<file path="config.mk">
export PLATFORM = sky130hd
export DESIGN_NAME = multi_timer_core_flat
export DESIGN_NICKNAME = d
export VERILOG_FILES = /design/src/rtl/multi_timer_pkg.sv /design/src/rtl/multi_timer_if.sv /design/src/rtl/bcd_down_counter.sv /design/src/rtl/multi_timer_core.sv /design/src/flat_wrapper.sv
export SDC_FILE = /design/constraint.sdc
export NUM_CORES = 1
export LEC_CHECK = 0
export BUFFER_PORTS_ARGS = -buffer_cell sky130_fd_sc_hd__buf_2
export CORE_MARGIN = 5
export CORE_UTILIZATION = 40
export DETAILED_ROUTE_END_ITERATION = 7
export PLACE_DENSITY = 0.54
export SETUP_SLACK_MARGIN = 0.02
export SLEW_MARGIN = 0
export SYNTH_ARGS = -nofsm -noshare
export SYNTH_HDL_FRONTEND = slang
export SYNTH_SLANG_ARGS = --single-unit
</file>
<file path="constraint.sdc">
create_clock -name i_clk -period 3.8 [get_ports i_clk]
set_input_delay 0.76 -clock i_clk [delete_from_list [all_inputs] [get_ports i_clk]]
set_output_delay 0.76 -clock i_clk [all_outputs]
set_load 0.02 [all_outputs]
</file>
<file path="src/rtl/multi_timer_pkg.sv">
// Shared definitions for the multi-channel BCD countdown core: key codes,
// per-channel state encoding and the BCD digit width.
package multi_timer_pkg;

    localparam int BCD_W = 4;

    localparam logic [4:0] KEY_CLR   = 5'd10;
    localparam logic [4:0] KEY_START = 5'd11;
    localparam logic [4:0] KEY_SEL   = 5'd12;

    typedef enum logic [1:0] {
        ST_IDLE  = 2'd0,
        ST_RUN   = 2'd1,
        ST_PAUSE = 2'd2,
        ST_DONE  = 2'd3
    } ch_state_t;

endpackage

</file>
<file path="src/rtl/multi_timer_if.sv">
// Keypad stream from the key-function front end into the timer core.
// Handshake: key_valid is a one-cycle strobe qualifying bcd_data; there is
// no ready, the core accepts every strobe in the cycle it is presented.
interface multi_timer_if;
    logic       key_valid;
    logic [4:0] bcd_data;

    modport master (output key_valid, output bcd_data);
    modport slave  (input  key_valid, input  bcd_data);
endinterface

</file>
<file path="src/rtl/bcd_down_counter.sv">
// DIGITS-wide BCD register with clear, load and decrement-by-one.
// o_one flags that the next decrement reaches zero; a zero count never
// decrements, so the counter cannot underflow.
module bcd_down_counter
    import multi_timer_pkg::*;
#(
    parameter int DIGITS = 4
) (
    input  logic                    i_clk,
    input  logic                    i_rst,
    input  logic                    i_clr,
    input  logic                    i_load,
    input  logic [BCD_W*DIGITS-1:0] i_load_val,
    input  logic                    i_dec,
    output logic [BCD_W*DIGITS-1:0] o_count,
    output logic                    o_one
);
    localparam int BW = BCD_W * DIGITS;

    logic [BW-1:0] count_q, count_d, dec_val;
    logic          borrow;

    // Ripple the borrow from digit 0 upward: 0 becomes 9 and keeps borrowing.
    always_comb begin
        dec_val = count_q;
        borrow  = 1'b1;
        for (int d = 0; d < DIGITS; d++) begin
            if (borrow) begin
                if (count_q[d*BCD_W +: BCD_W] == 4'd0) begin
                    dec_val[d*BCD_W +: BCD_W] = 4'd9;
                end else begin
                    dec_val[d*BCD_W +: BCD_W] = count_q[d*BCD_W +: BCD_W] - 4'd1;
                    borrow = 1'b0;
                end
            end
        end
    end

    // Next count: clear beats load beats decrement.
    always_comb begin
        count_d = count_q;
        if (i_clr) begin
            count_d = '0;
        end else if (i_load) begin
            count_d = i_load_val;
        end else if (i_dec && (count_q != '0)) begin
            count_d = dec_val;
        end
    end

    // Count register.
    always_ff @(posedge i_clk) begin
        if (i_rst) count_q <= '0;
        else       count_q <= count_d;
    end

    assign o_count = count_q;
    assign o_one   = (count_q == BW'(1));

endmodule

</file>
<file path="src/rtl/multi_timer_core.sv">
// NUM_CH independent BCD countdown timers driven by the keypad stream and a
// shared prescaled 1 kHz tick. Optional macro MULTI_TIMER_AUTO_RELOAD_EN
// turns each channel periodic: on reaching zero it reloads its last loaded
// value and keeps running instead of entering DONE.
module multi_timer_core
    import multi_timer_pkg::*;
#(
    parameter int NUM_CH   = 4,
    parameter int DIGITS   = 4,
    parameter int TICK_DIV = 1000
) (
    input  logic                      i_clk,
    input  logic                      i_rst,
    input  logic                      i_pls_1k,
    multi_timer_if.slave              key_if,
    output logic [BCD_W*DIGITS-1:0]   o_bcd_disp,
    output logic [$clog2(NUM_CH)-1:0] o_ch_sel,
    output logic [NUM_CH-1:0]         o_run,
    output logic [NUM_CH-1:0]         o_fin,
    output logic                      o_fin_pulse,
    output logic [2*NUM_CH-1:0]       o_dbg_state
);
    localparam int BW = BCD_W * DIGITS;
    localparam int SW = $clog2(NUM_CH);
    localparam int PW = (TICK_DIV > 1) ? $clog2(TICK_DIV) : 1;

    ch_state_t         state_q [NUM_CH];
    ch_state_t         state_d [NUM_CH];
    logic [NUM_CH-1:0] fin_q, fin_d;
    logic              fin_pulse_q, fin_pulse_d;
    logic [SW-1:0]     sel_q, sel_d;
    logic [BW-1:0]     edit_q, edit_d;
    logic              edit_flag_q, edit_flag_d;
    logic [PW-1:0]     pre_q, pre_d;
    logic              tick;
    logic              key_digit, key_start, key_clr, key_sel;
    logic [NUM_CH-1:0] cnt_clr, cnt_load, cnt_dec, cnt_one;
    logic [BW-1:0]     cnt_val  [NUM_CH];
    logic [BW-1:0]     load_val [NUM_CH];
`ifdef MULTI_TIMER_AUTO_RELOAD_EN
    logic [BW-1:0]     reload_q [NUM_CH];
    logic [BW-1:0]     reload_d [NUM_CH];
`endif

    // Key decode: one action per strobe, codes above SEL fall through unused.
    always_comb begin
        key_digit = key_if.key_valid && (key_if.bcd_data < 5'd10);
        key_clr   = key_if.key_valid && (key_if.bcd_data == KEY_CLR);
        key_start = key_if.key_valid && (key_if.bcd_data == KEY_START);
        key_sel   = key_if.key_valid && (key_if.bcd_data == KEY_SEL);
    end

    // Free-running prescaler; tick fires on the strobe that wraps it.
    always_comb begin
        pre_d = pre_q;
        tick  = 1'b0;
        if (i_pls_1k) begin
            if (pre_q == PW'(TICK_DIV - 1)) begin
                pre_d = '0;
                tick  = 1'b1;
            end else begin
                pre_d = pre_q + 1'b1;
            end
        end
    end

    // Edit buffer and channel selection; the buffer always belongs to the selected channel.
    always_comb begin
        edit_d      = edit_q;
        edit_flag_d = edit_flag_q;
        sel_d       = sel_q;
        if (key_digit && (state_q[sel_q] == ST_IDLE)) begin
            edit_d      = (edit_q << BCD_W) | BW'(key_if.bcd_data[3:0]);
            edit_flag_d = 1'b1;
        end else if (key_sel) begin
            sel_d       = (sel_q == SW'(NUM_CH - 1)) ? '0 : sel_q + 1'b1;
            edit_d      = '0;
            edit_flag_d = 1'b0;
        end else if (key_clr) begin
            edit_d      = '0;
            edit_flag_d = 1'b0;
        end else if (key_start && (state_q[sel_q] == ST_IDLE) && edit_flag_q && (edit_q != '0)) begin
            edit_d      = '0;
            edit_flag_d = 1'b0;
        end
    end

    // Channel FSMs: a START/CLR on the selected channel pre-empts that channel's tick.
    always_comb begin
        fin_pulse_d = 1'b0;
        for (int i = 0; i < NUM_CH; i++) begin
            state_d[i]  = state_q[i];
            fin_d[i]    = fin_q[i];
            cnt_clr[i]  = 1'b0;
            cnt_load[i] = 1'b0;
            cnt_dec[i]  = 1'b0;
            load_val[i] = edit_q;
`ifdef MULTI_TIMER_AUTO_RELOAD_EN
            reload_d[i] = reload_q[i];
`endif
            if ((sel_q == SW'(i)) && key_clr) begin
                state_d[i] = ST_IDLE;
                fin_d[i]   = 1'b0;
                cnt_clr[i] = 1'b1;
            end else if ((sel_q == SW'(i)) && key_start) begin
                case (state_q[i])
                    ST_IDLE: begin
                        if (edit_flag_q && (edit_q != '0)) begin
                            state_d[i]  = ST_RUN;
                            cnt_load[i] = 1'b1;
`ifdef MULTI_TIMER_AUTO_RELOAD_EN
                            reload_d[i] = edit_q;
`endif
                        end
                    end
                    ST_RUN:   state_d[i] = ST_PAUSE;
                    ST_PAUSE: state_d[i] = ST_RUN;
                    default: begin
                        state_d[i] = ST_IDLE;
                        fin_d[i]   = 1'b0;
                        cnt_clr[i] = 1'b1;
                    end
                endcase
            end else if (tick && (state_q[i] == ST_RUN)) begin
                cnt_dec[i] = 1'b1;
                if (cnt_one[i]) begin
                    fin_d[i]    = 1'b1;
                    fin_pulse_d = 1'b1;
`ifdef MULTI_TIMER_AUTO_RELOAD_EN
                    cnt_dec[i]  = 1'b0;
                    cnt_load[i] = 1'b1;
                    load_val[i] = reload_q[i];
`else
                    state_d[i]  = ST_DONE;
`endif
                end
            end
        end
    end

    // Control state registers.
    always_ff @(posedge i_clk) begin
        if (i_rst) begin
            for (int i = 0; i < NUM_CH; i++) state_q[i] <= ST_IDLE;
            fin_q       <= '0;
            fin_pulse_q <= 1'b0;
            sel_q       <= '0;
            edit_q      <= '0;
            edit_flag_q <= 1'b0;
            pre_q       <= '0;
        end else begin
            for (int i = 0; i < NUM_CH; i++) state_q[i] <= state_d[i];
            fin_q       <= fin_d;
            fin_pulse_q <= fin_pulse_d;
            sel_q       <= sel_d;
            edit_q      <= edit_d;
            edit_flag_q <= edit_flag_d;
            pre_q       <= pre_d;
        end
    end

`ifdef MULTI_TIMER_AUTO_RELOAD_EN
    // Last value loaded by START, reused each time the channel wraps.
    always_ff @(posedge i_clk) begin
        if (i_rst) begin
            for (int i = 0; i < NUM_CH; i++) reload_q[i] <= '0;
        end else begin
            for (int i = 0; i < NUM_CH; i++) reload_q[i] <= reload_d[i];
        end
    end
`endif

    for (genvar g = 0; g < NUM_CH; g++) begin : g_ch
        bcd_down_counter #(.DIGITS(DIGITS)) u_cnt (
            .i_clk      (i_clk),
            .i_rst      (i_rst),
            .i_clr      (cnt_clr[g]),
            .i_load     (cnt_load[g]),
            .i_load_val (load_val[g]),
            .i_dec      (cnt_dec[g]),
            .o_count    (cnt_val[g]),
            .o_one      (cnt_one[g])
        );
    end

    // Output view: straight selection among registered state.
    always_comb begin
        o_bcd_disp  = edit_flag_q ? edit_q : cnt_val[sel_q];
        o_ch_sel    = sel_q;
        o_fin       = fin_q;
        o_fin_pulse = fin_pulse_q;
        for (int i = 0; i < NUM_CH; i++) begin
            o_run[i]            = (state_q[i] == ST_RUN);
            o_dbg_state[2*i +: 2] = state_q[i];
        end
    end

endmodule
</file>
<file path="src/flat_wrapper.sv">
// flat-port wrapper written by rule: the top's interface ports become plain ports
module multi_timer_core_flat import multi_timer_pkg::*;
#(
    parameter int NUM_CH   = 4,
    parameter int DIGITS   = 4,
    parameter int TICK_DIV = 1000
)
  (i_clk, i_rst, i_pls_1k, o_bcd_disp, o_ch_sel, o_run, o_fin, o_fin_pulse, o_dbg_state, key_if_key_valid, key_if_bcd_data);
  multi_timer_if key_if_i ();
  input  logic i_clk;
  input  logic i_rst;
  input  logic i_pls_1k;
  output logic [BCD_W*DIGITS-1:0] o_bcd_disp;
  output logic [$clog2(NUM_CH)-1:0] o_ch_sel;
  output logic [NUM_CH-1:0] o_run;
  output logic [NUM_CH-1:0] o_fin;
  output logic o_fin_pulse;
  output logic [2*NUM_CH-1:0] o_dbg_state;
  input wire logic [$bits(key_if_i.key_valid)-1:0] key_if_key_valid;
  input wire logic [$bits(key_if_i.bcd_data)-1:0] key_if_bcd_data;
  assign key_if_i.key_valid = key_if_key_valid;
  assign key_if_i.bcd_data = key_if_bcd_data;
  multi_timer_core #(.NUM_CH(NUM_CH), .DIGITS(DIGITS), .TICK_DIV(TICK_DIV)) u_core (.i_clk(i_clk), .i_rst(i_rst), .i_pls_1k(i_pls_1k), .key_if(key_if_i), .o_bcd_disp(o_bcd_disp), .o_ch_sel(o_ch_sel), .o_run(o_run), .o_fin(o_fin), .o_fin_pulse(o_fin_pulse), .o_dbg_state(o_dbg_state));
endmodule
</file>
==> flow_metrics.py <==
metrics = {
    "timing": {
        "max_freq_mhz": 303.4,
        "fin_crit_sh_pct": 86.74,
        "maxSlewViolCount": 0,
        "setup_violations": 0,
        "setup_slack_ps": 504.0,
        "tns_ps": 0,
        "rsz0062_at_grt": "no",
        "hold_violations": 0,
        "fin_skew_ps": 10.33,
        "slew-limit-headroom_pct": 22.12,
        "period_minus_slack_ps": 3296,
        "tightest_slew_ps": 1153,
    },
    "die": {
        "dieHeight_um": 135.2,
        "initial_core_util_pct": 41.07,
        "die-area_um2": 18270,
        "ios": 44,
        "core_area_um2": 15260,
        "die_w_um": 135.2,
        "rows": 45,
    },
    "drt": {
        "postRouteAntennaNets": 0,
        "route.detailed.drc": 0,
        "drt_iter0_markers": 614,
        "vias_per_cell": 5.910,
        "num_vias": 6105,
        "first_pass_iters": 5,
        "wl_um": 19800,
        "wire_per_inst_um": 19.17,
    },
    "critical_path": {
        "critical_path_required_ps": 4050,
        "crit_start": "u_core.edit_flag_q",
        "ff2ff_path_depth": 8,
        "crit_path_end": "u_core.g_ch[0].u_cnt.o_count[9]",
        "cp_max_fo": 23,
        "arrival_ps": 3540,
        "critPathLaunchType": "flip-flop",
        "critPathKind": "flip-flop to flip-flop",
        "r2r_setup_slack_ps": 500,
        "r2r_start": "u_core.edit_flag_q",
        "cp-end-kind": "flip-flop",
        "timing.rr.end": "u_core.g_ch[0].u_cnt.o_count[9]",
    },
    "min_path": {
        "min_path_type": "flip-flop to flip-flop",
    },
    "finish": {
        "final_area_um2": 7069,
        "final_util_pct": 46.33,
        "diodes": 0,
        "fillers": 1503,
        "drive_above_1_share_pct": 15.45,
        "fin_nets": 831,
        "area_delta_synth_final_pct": 12.82,
    },
    "run": {
        "maxCapViolations": 0,
    },
    "synthesis": {
        "synth.yosys.seq_area_share_pct": 34.50,
        "ys_types": 66,
        "synth_edf_count": 0,
        "synth_area_leaders": "dfxtp_1 35%, nand2_1 6.9%, mux4_2 6.1%, nor2_1 4.7%, a21oi_1 4.2%",
        "ys_seq_elements": 108,
        "synth_largest_area_cell": "dfxtp_1",
        "async_flop_share_pct": 0,
        "syn_inst": 783,
        "syn_area_um2": 6266,
        "yosys_warnings": 0,
        "ys.flop_type": "dfxtp_1",
        "avgSynthCellArea_um2": 8.003,
        "synth_top_area_share_pct": 34.50,
        "synth_nets": 797,
    },
    "cts": {
        "cts_hold_buf": 0,
        "clock_latency_ps": 360,
        "cts-htree-levels": 3,
        "cts_buffers": 9,
        "cts_resized": 0,
        "root_buffer": "clkbuf_16",
        "postCtsSetupBuffers": 0,
        "cts_tree": "done",
        "clock_sinks": 108,
        "clockBufferDepth": 2,
        "clkTransAtPathRegs_ps": 70,
    },
    "power_and_ir_drop": {
        "p_leak_nw": 2.740,
        "vdd_drop_max_uv": 212.8,
        "power_density_nw_per_um2": 319.8,
        "total_power_mw": 2.260,
    },
    "grt": {
        "grt_overflow": 0,
        "grt_max_degree": 30,
        "grt_first_pass_wirelength_um": 31920,
        "grt_pass1_vias": 5709,
        "track_usage_pct": 22.25,
        "antenna_found_initial": 0,
    },
    "run_status": {
        "status": "finished clean",
    },
    "place": {
        "postPlaceCellArea_um2": 6754,
        "gp_congestion": 1.056,
        "io_buffers": 43,
        "place_hpwl_um": 15190,
        "place_ws_ps": 600.6,
    },
}
==> stage by stage <==
step,cells,hold slack [ps]
2_1_floorplan,783,466.8
3_3_place_gp,1017,427.8
3_5_place_dp,1017,450.3
4_1_cts,1033,460.5
5_1_grt,1033,497.1
6_report,1033,449.6
==> routing by layer <==
layer | vias up | share of wire (%) | global-route usage, %
li1 | 2955 | - | -
met1 | 2919 | 47 | 31.71
met2 | 199 | 45 | 34.10
met3 | 32 | 5.8 | 4.160
met4 | 0 | 2.0 | 6.999
met5 | - | 0 | 0
==> cells in the final DEF, fill, tap and decap left out, types with 10 or more instances in the layout <==
master and instances:
a211oi_1 20, a21oi_1 53, a22o_1 17, a31oi_1 12, and3_1 10, buf_2 43
buf_4 28, dfxtp_1 108, inv_1 10, mux4_2 17, nand2_1 115, nand3_1 28
nand4_1 14, nor2_1 79, nor3_1 28, nor4_1 21, o21ai_0 44, xnor2_1 10
xor2_1 18
==> sequential cells by signal, summed over array words and instances, names as in the netlist, named ones only <==
signal,flops
u_core.o_fin_pulse,1
u_core.pre_q,10
u_core.o_fin,4
u_core.o_ch_sel,2
u_core.edit_flag_q,1
u_core.edit_q,16
u_core.g_ch.u_cnt.o_count,64
u_core.state_q,8
==> cell families (layout without fill, tap and decap cells) <==
logic type,after synthesis,in the layout,share of synthesized area (%)
simple gates,363,363,29.07
fa+ha+maj,5,5,0.9984
mux,24,24,7.229
xor+xnor,28,28,3.914
compound gates,196,196,20.41
flops,108,108,34.50
buf+inv,59,98,3.874
==> how the worst min path moves through the flow <==
stage                                                from                               to  depth (start not counted)
after floorplan           u_core.g_ch[0].u_cnt.o_count[5]  u_core.g_ch[0].u_cnt.o_count[5]                          2
after global placement                    u_core.o_fin[0]                  u_core.o_fin[0]                          2
after detailed placement                  u_core.o_fin[0]                  u_core.o_fin[0]                          2
after CTS                                 u_core.o_fin[0]                  u_core.o_fin[0]                          2
after global routing                      u_core.o_fin[0]                  u_core.o_fin[0]                          2
final                                     u_core.o_fin[0]                  u_core.o_fin[0]                          2
==> cells in the mapped netlist (10+ instances only) <==
| cell | count |
|---|---|
| and3_1 | 10 |
| nand2_1 | 115 |
| nand4_1 | 14 |
| dfxtp_1 | 108 |
| a21oi_1 | 53 |
| nor3_1 | 28 |
| clkbuf_1 | 38 |
| nand3_1 | 28 |
| xnor2_1 | 10 |
| inv_1 | 10 |
| a211oi_1 | 20 |
| o21ai_0 | 44 |
| xor2_1 | 18 |
| a22o_1 | 17 |
| mux4_2 | 17 |
| nor2_1 | 79 |
| nor4_1 | 21 |
| a31oi_1 | 12 |
==> critical path: stages (launching register included) <==
cell and delay (ps):
dfxtp_1 330, buf_4 210, clkinv_1 80, buf_4 190
a41oi_1 870, nand3_1 870, nand2_1 280, a211oi_1 70
a31o_2 250
==> where the power goes <==
group	total (mW)	leakage (nW)	switching, mW	internal (mW)
logic	0.0972	1.72	0.0659	0.0313
registers	1.14	0.870	0.00372	1.14
clock network	1.02	0.153	0.445	0.579
==> layout make-up <==
cell class	count	area, µm²	area share [%]
sequential	108	2162	30.58
multi-input combinational	616	3861	54.62
tap	211	264.0	3.735
timing repair buffer	71	425.4	6.018
inverter	11	41.29	0.5841
clock buffer	10	229.0	3.239
clock inverter	6	86.33	1.221
(Power assumes the default switching activity.)
